[config.mk]
export PLATFORM = sky130hd
export DESIGN_NAME = ship_heading_ctrl
export DESIGN_NICKNAME = d
export VERILOG_FILES = /design/src/rtl/astro_pkg.sv /design/src/rtl/heading_angle_lut.sv /design/src/rtl/ship_heading_ctrl.sv
export SDC_FILE = /design/constraint.sdc
export NUM_CORES = 1
export LEC_CHECK = 0
export CAP_MARGIN = 10
export CORE_MARGIN = 2
export CORE_UTILIZATION = 60
export CTS_BUF_LIST = sky130_fd_sc_hd__clkbuf_8
export CTS_CLUSTER_DIAMETER = 80
export DETAILED_ROUTE_END_ITERATION = 12
export PLACE_DENSITY = 0.88
export SYNTH_ARGS = -nofsm -noshare
export SYNTH_HDL_FRONTEND = slang
export SYNTH_SLANG_ARGS = --single-unit
[constraint.sdc]
create_clock -name Clk -period 8.8 [get_ports Clk]
set_input_delay 1.32 -clock Clk [delete_from_list [all_inputs] [get_ports Clk]]
set_output_delay 1.32 -clock Clk [all_outputs]
set_load 0.01 [all_outputs]
[src/rtl/astro_pkg.sv]
// astro_pkg: shared heading types, key codes and rotate FSM states for the ship front end
package astro_pkg;
   typedef logic [3:0] heading_t;
   localparam int NUM_HEADINGS = 16;
   localparam logic [6:0] KEY_ROT_L  = 7'h6B;
   localparam logic [6:0] KEY_ROT_R  = 7'h74;
   localparam logic [6:0] KEY_THRUST = 7'h75;
   localparam logic [6:0] KEY_FLIP   = 7'h72;
   typedef enum logic [1:0] {IDLE, HOLD, REPEAT} hdg_state_t;
endpackage

[src/rtl/heading_angle_lut.sv]
// heading_angle_lut: combinational heading index -> degrees ROM (idx in, angle[8:0] out)
module heading_angle_lut
   import astro_pkg::*;
(
   input  heading_t   idx,
   output logic [8:0] angle
);
   always_comb begin
      angle = '0;
      case (idx)
         4'd0:  angle = 9'd0;
         4'd1:  angle = 9'd30;
         4'd2:  angle = 9'd45;
         4'd3:  angle = 9'd60;
         4'd4:  angle = 9'd90;
         4'd5:  angle = 9'd120;
         4'd6:  angle = 9'd135;
         4'd7:  angle = 9'd150;
         4'd8:  angle = 9'd180;
         4'd9:  angle = 9'd210;
         4'd10: angle = 9'd225;
         4'd11: angle = 9'd240;
         4'd12: angle = 9'd270;
         4'd13: angle = 9'd300;
         4'd14: angle = 9'd315;
         4'd15: angle = 9'd330;
         default: angle = 9'd0;
      endcase
   end
endmodule

[src/rtl/ship_heading_ctrl.sv]
// ship_heading_ctrl: held PS/2 keycode -> ship heading with hold/auto-repeat rotation and thrust flag
//   Clk, Reset_n (async active-low), frame_tick (clock enable), keycode[7:0] in;
//   heading_idx[3:0], angle[8:0], angle_upd, thrust out. Optional 180-degree flip key: HEADING_FLIP_EN.
module ship_heading_ctrl
   import astro_pkg::*;
#(
   parameter int REPEAT_DELAY = 16,
   parameter int REPEAT_RATE  = 4,
   parameter int CNT_W        = 5
) (
   input  logic       Clk,
   input  logic       Reset_n,
   input  logic       frame_tick,
   input  logic [7:0] keycode,
   output heading_t   heading_idx,
   output logic [8:0] angle,
   output logic       angle_upd,
   output logic       thrust
);
   logic [6:0] code;
   logic unused_key_msb;
   logic rot_l, rot_r, rot, dir_r, dir_chg, rot_step, step;
   hdg_state_t state, nxt_state;
   logic [CNT_W-1:0] cnt, nxt_cnt;
   heading_t delta, nxt_idx;
   logic [8:0] nxt_angle;
   assign code = keycode[6:0];
   assign unused_key_msb = keycode[7];
   assign rot_l = code == KEY_ROT_L;
   assign rot_r = code == KEY_ROT_R;
   assign rot = rot_l | rot_r;
   assign dir_chg = rot_r != dir_r;
   always_comb begin
      nxt_state = state;
      nxt_cnt = cnt;
      rot_step = 1'b0;
      if (frame_tick)
         case (state)
            IDLE:
               if (rot) begin
                  rot_step = 1'b1;
                  nxt_cnt = '0;
                  nxt_state = HOLD;
               end
            HOLD:
               if (!rot) nxt_state = IDLE;
               else if (dir_chg || cnt == CNT_W'(REPEAT_DELAY - 1)) begin
                  rot_step = 1'b1;
                  nxt_cnt = '0;
                  nxt_state = dir_chg ? HOLD : REPEAT;
               end else nxt_cnt = cnt + CNT_W'(1);
            REPEAT:
               if (!rot) nxt_state = IDLE;
               else if (dir_chg || cnt == CNT_W'(REPEAT_RATE - 1)) begin
                  rot_step = 1'b1;
                  nxt_cnt = '0;
                  nxt_state = dir_chg ? HOLD : REPEAT;
               end else nxt_cnt = cnt + CNT_W'(1);
            default: nxt_state = IDLE;
         endcase
   end
`ifdef HEADING_FLIP_EN
   // Flip fires once per press; re-armed only by a tick that sees the key released.
   logic flip_armed, flip_step;
   assign flip_step = frame_tick && flip_armed && code == KEY_FLIP;
   assign step = rot_step | flip_step;
   assign delta = flip_step ? 4'd8 : rot_r ? 4'hF : 4'h1;
   always_ff @(posedge Clk or negedge Reset_n)
      if (!Reset_n) flip_armed <= 1'b1;
      else if (frame_tick) flip_armed <= code != KEY_FLIP;
`else
   assign step = rot_step;
   assign delta = rot_r ? 4'hF : 4'h1;
`endif
   // 4-bit add wraps mod 16; +15 is a step right.
   assign nxt_idx = step ? heading_idx + delta : heading_idx;
   heading_angle_lut u_lut (.idx(nxt_idx), .angle(nxt_angle));
   always_ff @(posedge Clk or negedge Reset_n)
      if (!Reset_n) begin
         state <= IDLE;
         cnt <= '0;
         dir_r <= 1'b0;
         heading_idx <= '0;
         angle <= '0;
         angle_upd <= 1'b0;
         thrust <= 1'b0;
      end else begin
         thrust <= code == KEY_THRUST;
         angle_upd <= step;
         heading_idx <= nxt_idx;
         angle <= nxt_angle;
         if (frame_tick) begin
            state <= nxt_state;
            cnt <= nxt_cnt;
            if (rot) dir_r <= rot_r;
         end
      end
endmodule
# Word level (Yosys, flattened, before mapping)
# Memory sizes are Yosys's and may differ from the RTL's. A register that Yosys moved wholly into a read port is not among the register bits.
# Index checks and enable logic that the tools add are counted.
[classes] reduce_logical=8 eq_ne=13 addsub=2 muxes=22 bitwise=1
[op_table] op="two-way mux 5 bit" count=5
[op_table] op="== test 7 bit, second input constant" count=3
[op_table] op="one-hot mux 5 bit (3 select lines)" count=1
[op_table] op="two-way mux 2 bit" count=6
[op_table] op="two-way mux 4 bit" count=2
[op_table] op="two-way mux 1 bit" count=6
[op_table] op="!= test 2 bit, second input constant" count=3
[op_table] op="!= test 3 bit, second input constant" count=2
[op_table] op="one-hot mux 2 bit (3 select lines)" count=1
[op_table] op="adder 5 x 1 -> 5 bit, second input constant" count=1
[op_table] op="== test 5 x 2 -> 1 bit, second input constant" count=1
[op_table] op="== test 5 x 4 -> 1 bit, second input constant" count=1
[op_table] op="AND reduction 5 bit" count=1
[op_table] op="adder 4 bit" count=1
[op_table] op="AND reduction 4 bit" count=1
[op_table] op="one-hot mux 1 bit (3 select lines)" count=1
[op_table] op="nonzero test 3 bit" count=1
[op_table] op="== test 2 x 1 -> 1 bit, second input constant" count=1
[op_table] op="== test 2 bit, second input constant" count=1
[op_table] op="logical NOT 2 bit" count=1
[op_table] op="logical OR 1 bit" count=2
[op_table] op="AND reduction 2 bit" count=1
[op_table] op="logical NOT 1 bit" count=1
[op_table] op="!= test 1 bit" count=1
[op_table] op="OR 1 bit" count=1
[totals] word_cells=53 rom_bits=144 n_memories=1 reg_bits=14
[memory_table] memory="(name not given)" depth=16 word_bits=9 read_ports=1 rd_ports_with_merged_regs=1 wr=0 line="heading_angle_lut.sv:10" rtl="case (idx)"

# Depth between registers and ports, before layout
[depth] word_depth=8 mapped_depth=14 mapped_depth_nobuf=14

# Hierarchy
# From an unflattened synthesis, not the netlist that was laid out.
[unflattened] hier_cells=141 hier_area_um2=1550.2
[modules_own_cells] module="ship_heading_ctrl" area_per_inst_um2=1256.2 cells_each=104 n_inst=1
[modules_own_cells] module="heading_angle_lut" area_per_inst_um2=294.0 cells_each=37 n_inst=1

# Worst setup path before layout
# No wires, ideal clock.
[synth_path] path_kind="in2reg" from="input keycode[3]" to="register angle[4]" setup_slack_ps=4686 path_stages=11 t_required_ps=8705 t_arrival_ps=4019 path_cell_list="nand4bb_4 nor3_1 fa_1 mux2i_1 inv_1 ha_1 nand2b_1 nor2_1 and2_1 a311o_1 o31ai_1"
[synth_between] elab_chain_len=8 elab_cells_between_ends=16
[synth_rtl] element="from (decl)" line="ship_heading_ctrl.sv:14" rtl="input logic [7:0] keycode,"
[synth_rtl] element="== test 7 bit (*)" line="ship_heading_ctrl.sv:30" rtl="assign rot_r = code == KEY_ROT_R;"
[synth_rtl] element="via rot_r" line="ship_heading_ctrl.sv:22" rtl="logic rot_l, rot_r, rot, dir_r, dir_chg, rot_step, step;"
[synth_rtl] element="!= test 1 bit" line="ship_heading_ctrl.sv:32" rtl="assign dir_chg = rot_r != dir_r;"
[synth_rtl] element="logical OR 1 bit (on tied branches)" line="ship_heading_ctrl.sv:54, ship_heading_ctrl.sv:47"
[synth_rtl] element="two-way mux 1 bit (on tied branches)" line="ship_heading_ctrl.sv:54, ship_heading_ctrl.sv:47"
[synth_rtl] element="two-way mux 1 bit (on tied branches)" line="ship_heading_ctrl.sv:53, ship_heading_ctrl.sv:46"
[synth_rtl] element="one-hot mux 1 bit (3 select lines)" line="ship_heading_ctrl.sv:38" rtl="case (state)"
[synth_rtl] element="two-way mux 1 bit" line="ship_heading_ctrl.sv:37" rtl="if (frame_tick)"
[synth_rtl] element="two-way mux 4 bit (*)" line="ship_heading_ctrl.sv:76" rtl="assign nxt_idx = step ? heading_idx + delta : heading_idx;"
[synth_rtl] element="via nxt_idx[1]" line="ship_heading_ctrl.sv:25" rtl="heading_t delta, nxt_idx;"
[synth_rtl] element="to (decl)" line="ship_heading_ctrl.sv:16" rtl="output logic [8:0] angle,"
# The timed path passes the listed nets; every way through them passes the cells marked *.
# A chain may end at the register's enable or synchronous reset.

# Final worst setup path
# Ends and elaborated chain as after synthesis.

==> flow_summary.yaml <==
synth:
  synth_ff_type: "dfrtp_1"
  seq_area_frac_synth_pct: 35.33
  synthesis.nets: 193
  yosysTopAreaCell: "dfrtp_1"
  synth_cells: 166
  netlist_area_um2: 1629
  synth.area.top_cells: "dfrtp_1 35%, ha_1 12%, mux2i_1 3.7%"
  synth-edff-count: 0
  synth-seq-cells: 23
  synth_top_area_share_pct: 35.33
  yosysUniqueCellTypes: 51
  yosys_warnings: 0
  async_flop_share_pct: 100.0
  syn_avg_cell_area_um2: 9.814
grt:
  grt_overflow_total: 0
  grt_pass1_vias: 1257
  track_usage_pct: 22.55
  grt_max_degree: 24
  grt_use_met3_pct: 4.186
  grt_util_met2_pct: 36.97
  antenna_found_initial: 0
  grt_pass1_wl_um: 5623
  grtUsageMet1_pct: 28.76
  busiest_layer: "met2"
sta:
  rsz0062_at_grt: "no"
  clock_skew_ns: 0.003023
  max_freq_ghz: 0.2080
  finalCriticalPeriod_ns: 4.808
  setup_slack_ns: 3.992
  finalHoldViolCount: 0
  drv_slew: 0
  fin_setup_tns_ns: 0
  tightest_slew_ns: 1.043
  slew_headroom_pct: 30.27
  setup_viol: 0
  fin_crit_sh_pct: 54.64
layout:
  final_cells: 221
  num_antenna_cells: 0
  final_common_cell: "clkdlybuf4s50_1"
  drive_above_1_share_pct: 12.04
  area_delta_synth_final_pct: 18.74
  post-route-util_pct: 76.69
  final_cell_mix: "24 x clkdlybuf4s50_1, 23 x dfrtp_1, 16 x nand2_1"
  fill_cells: 177
  finalNetCount: 219
cts:
  h-tree-depth: 1
  clock_path_buffers: 2
  clock_sinks: 23
  cts-root-buf: "clkbuf_8"
  tritoncts: "built"
  numCtsBuffers: 3
  clock_latency_ns: 0.27
  ctsHoldBuffers: 0
  clk_pin_slew_worst_paths_ns: 0.09
  post_cts_buffers: 0
  cts_resized: 0
place:
  place.gp.congestion: 0.9050
  port_buffers: 24
  place_ws_ns: 3.803
  dpl.hpwl_um: 2472
  place_inst: 217
floorplan:
  fp.dieH_um: 56.11
  die_area_um2: 3148
  die_w_um: 56.11
  io-pin-count: 26
  start_util_pct: 64.58
  rows: 18
  fp.coreArea_um2: 2522
hold_path:
  worstHoldPathType: "register to register"
worst_setup_path:
  ff2ff_path_depth: 14
  timing.rr.start: "cnt[0]"
  end_kind: "register"
  critPathCapture: "angle[4]"
  path_buf_inv: 2
  crit_slowest_cell: "nor3_1"
  worstPathArrival_ns: 4.98
  cp_top_family: "simple AND/OR/NAND/NOR gates"
  cp.depth: 12
  setup.worst_path.start: "keycode[3]"
  path_cells: "clkdlybuf4s50_1, nand4bb_4, nor3_1, fa_1, mux2i_1, inv_1, ha_1, nand2b_1, nor2_1, and2_1, a311o_1, o31ai_1"
  cpPeakStageDelay_ns: 0.60
  r2r-end: "angle[4]"
  cp_max_fo: 6
  cp-start-kind: "primary input"
  worstPathRequired_ns: 8.97
  ff2ff_setup_slack_ns: 4.97
  critPathKind: "primary input to register"
power:
  peakVddDrop_uv: 165.0
  p_leak_uw: 0.0009068
  power_uw: 343.6
  power.density_nw_per_um2: 177.6
route:
  ant_nets: 0
  drt_pass1_iterations: 4
  drt_iter0_drc: 15
  viasPerCell: 6.014
  drt-total-wl_um: 3312
  drc: 0
  wl_per_cell_um: 14.99
  vias: 1329
run:
  max_cap_viol_count: 0
run_status:
  status: "finished, final reports clean"
cells by family (layout without fill, tap and decap cells):
family	after synthesis	after routing	synth area share, %
mux	11	11	7.296
flops	23	23	35.33
xor+xnor	6	6	3.226
buf+inv	15	40	4.225
simple gates	62	62	22.81
fa+ha+maj	16	16	12.75
compound gates	33	33	14.36
metal layers:
layer,routed length (um),part of all wire (%),vias to the layer above
met3,172,5.2,8
met1,1415,43,629
met2,1658,50,45
met5,0,0,-
met4,66,2.0,0
li1,-,-,647
layout make-up:
type / instances / area (um^2) / share of cell area (%)
inverter: 12 / 50.05 / 2.587
multi-input combinational: 128 / 984.7 / 50.91
tap: 30 / 37.54 / 1.940
clock buffer: 3 / 41.29 / 2.135
sequential: 23 / 575.6 / 29.75
clock inverter: 1 / 5.005 / 0.2587
timing repair buffer: 24 / 240.2 / 12.42
worst min-delay path, delay by kind of cell (launching register included):
family | cells | cell delay [ns]
AND/OR/NAND/NOR | 1 | 0.05
AO/OA/AOI/OAI | 1 | 0.05
flip-flops | 1 | 0.37
sequential cells by signal (all words and copies together), names as in the netlist:
signal       count
thrust           1
heading_idx      4
angle            9
cnt              5
angle_upd        1
dir_r            1
state            2
power breakdown:
part           leakage, uW  switching (uW)  internal, uW
clock network    0.0000255            36.6          31.7
logic             0.000568            74.1          65.3
registers         0.000314            13.4           123
how the worst min path moves through the flow:
stage / cells after the start / slack [ns] / to / startpoint
after global placement: 2 / 0.49 / cnt[4] / cnt[4]
after CTS: 2 / 0.51 / cnt[4] / cnt[4]
after global routing: 2 / 0.55 / cnt[4] / cnt[4]
final: 2 / 0.51 / cnt[4] / cnt[4]
after detailed placement: 2 / 0.49 / cnt[4] / cnt[4]
after floorplan: 1 / 0.46 / cnt[3] / cnt[3]
stage by stage:
step	cell area [um^2]	hold WS [ns]
after floorplan	1629	0.4599
after global placement	1888	0.4874
after detailed placement	1888	0.4939
after CTS	1934	0.5141
after global routing	1934	0.5543
final	1934	0.5087
synthesized netlist by cell type, drive strengths merged, types with 2 or more instances:
library cell / n
a21oi: 6
a311o: 2
and2: 3
and2b: 2
and3: 4
and4bb: 2
clkbuf: 2
dfrtp: 23
ha: 15
inv: 11
mux2: 4
mux2i: 7
nand2: 16
nand2b: 3
nand3: 3
nand4: 2
nor2: 9
nor3: 6
nor4b: 2
o21ai: 10
o22ai: 2
o31ai: 5
or2: 3
xnor2: 5
Note: power is estimated with default switching activity, not from simulation.
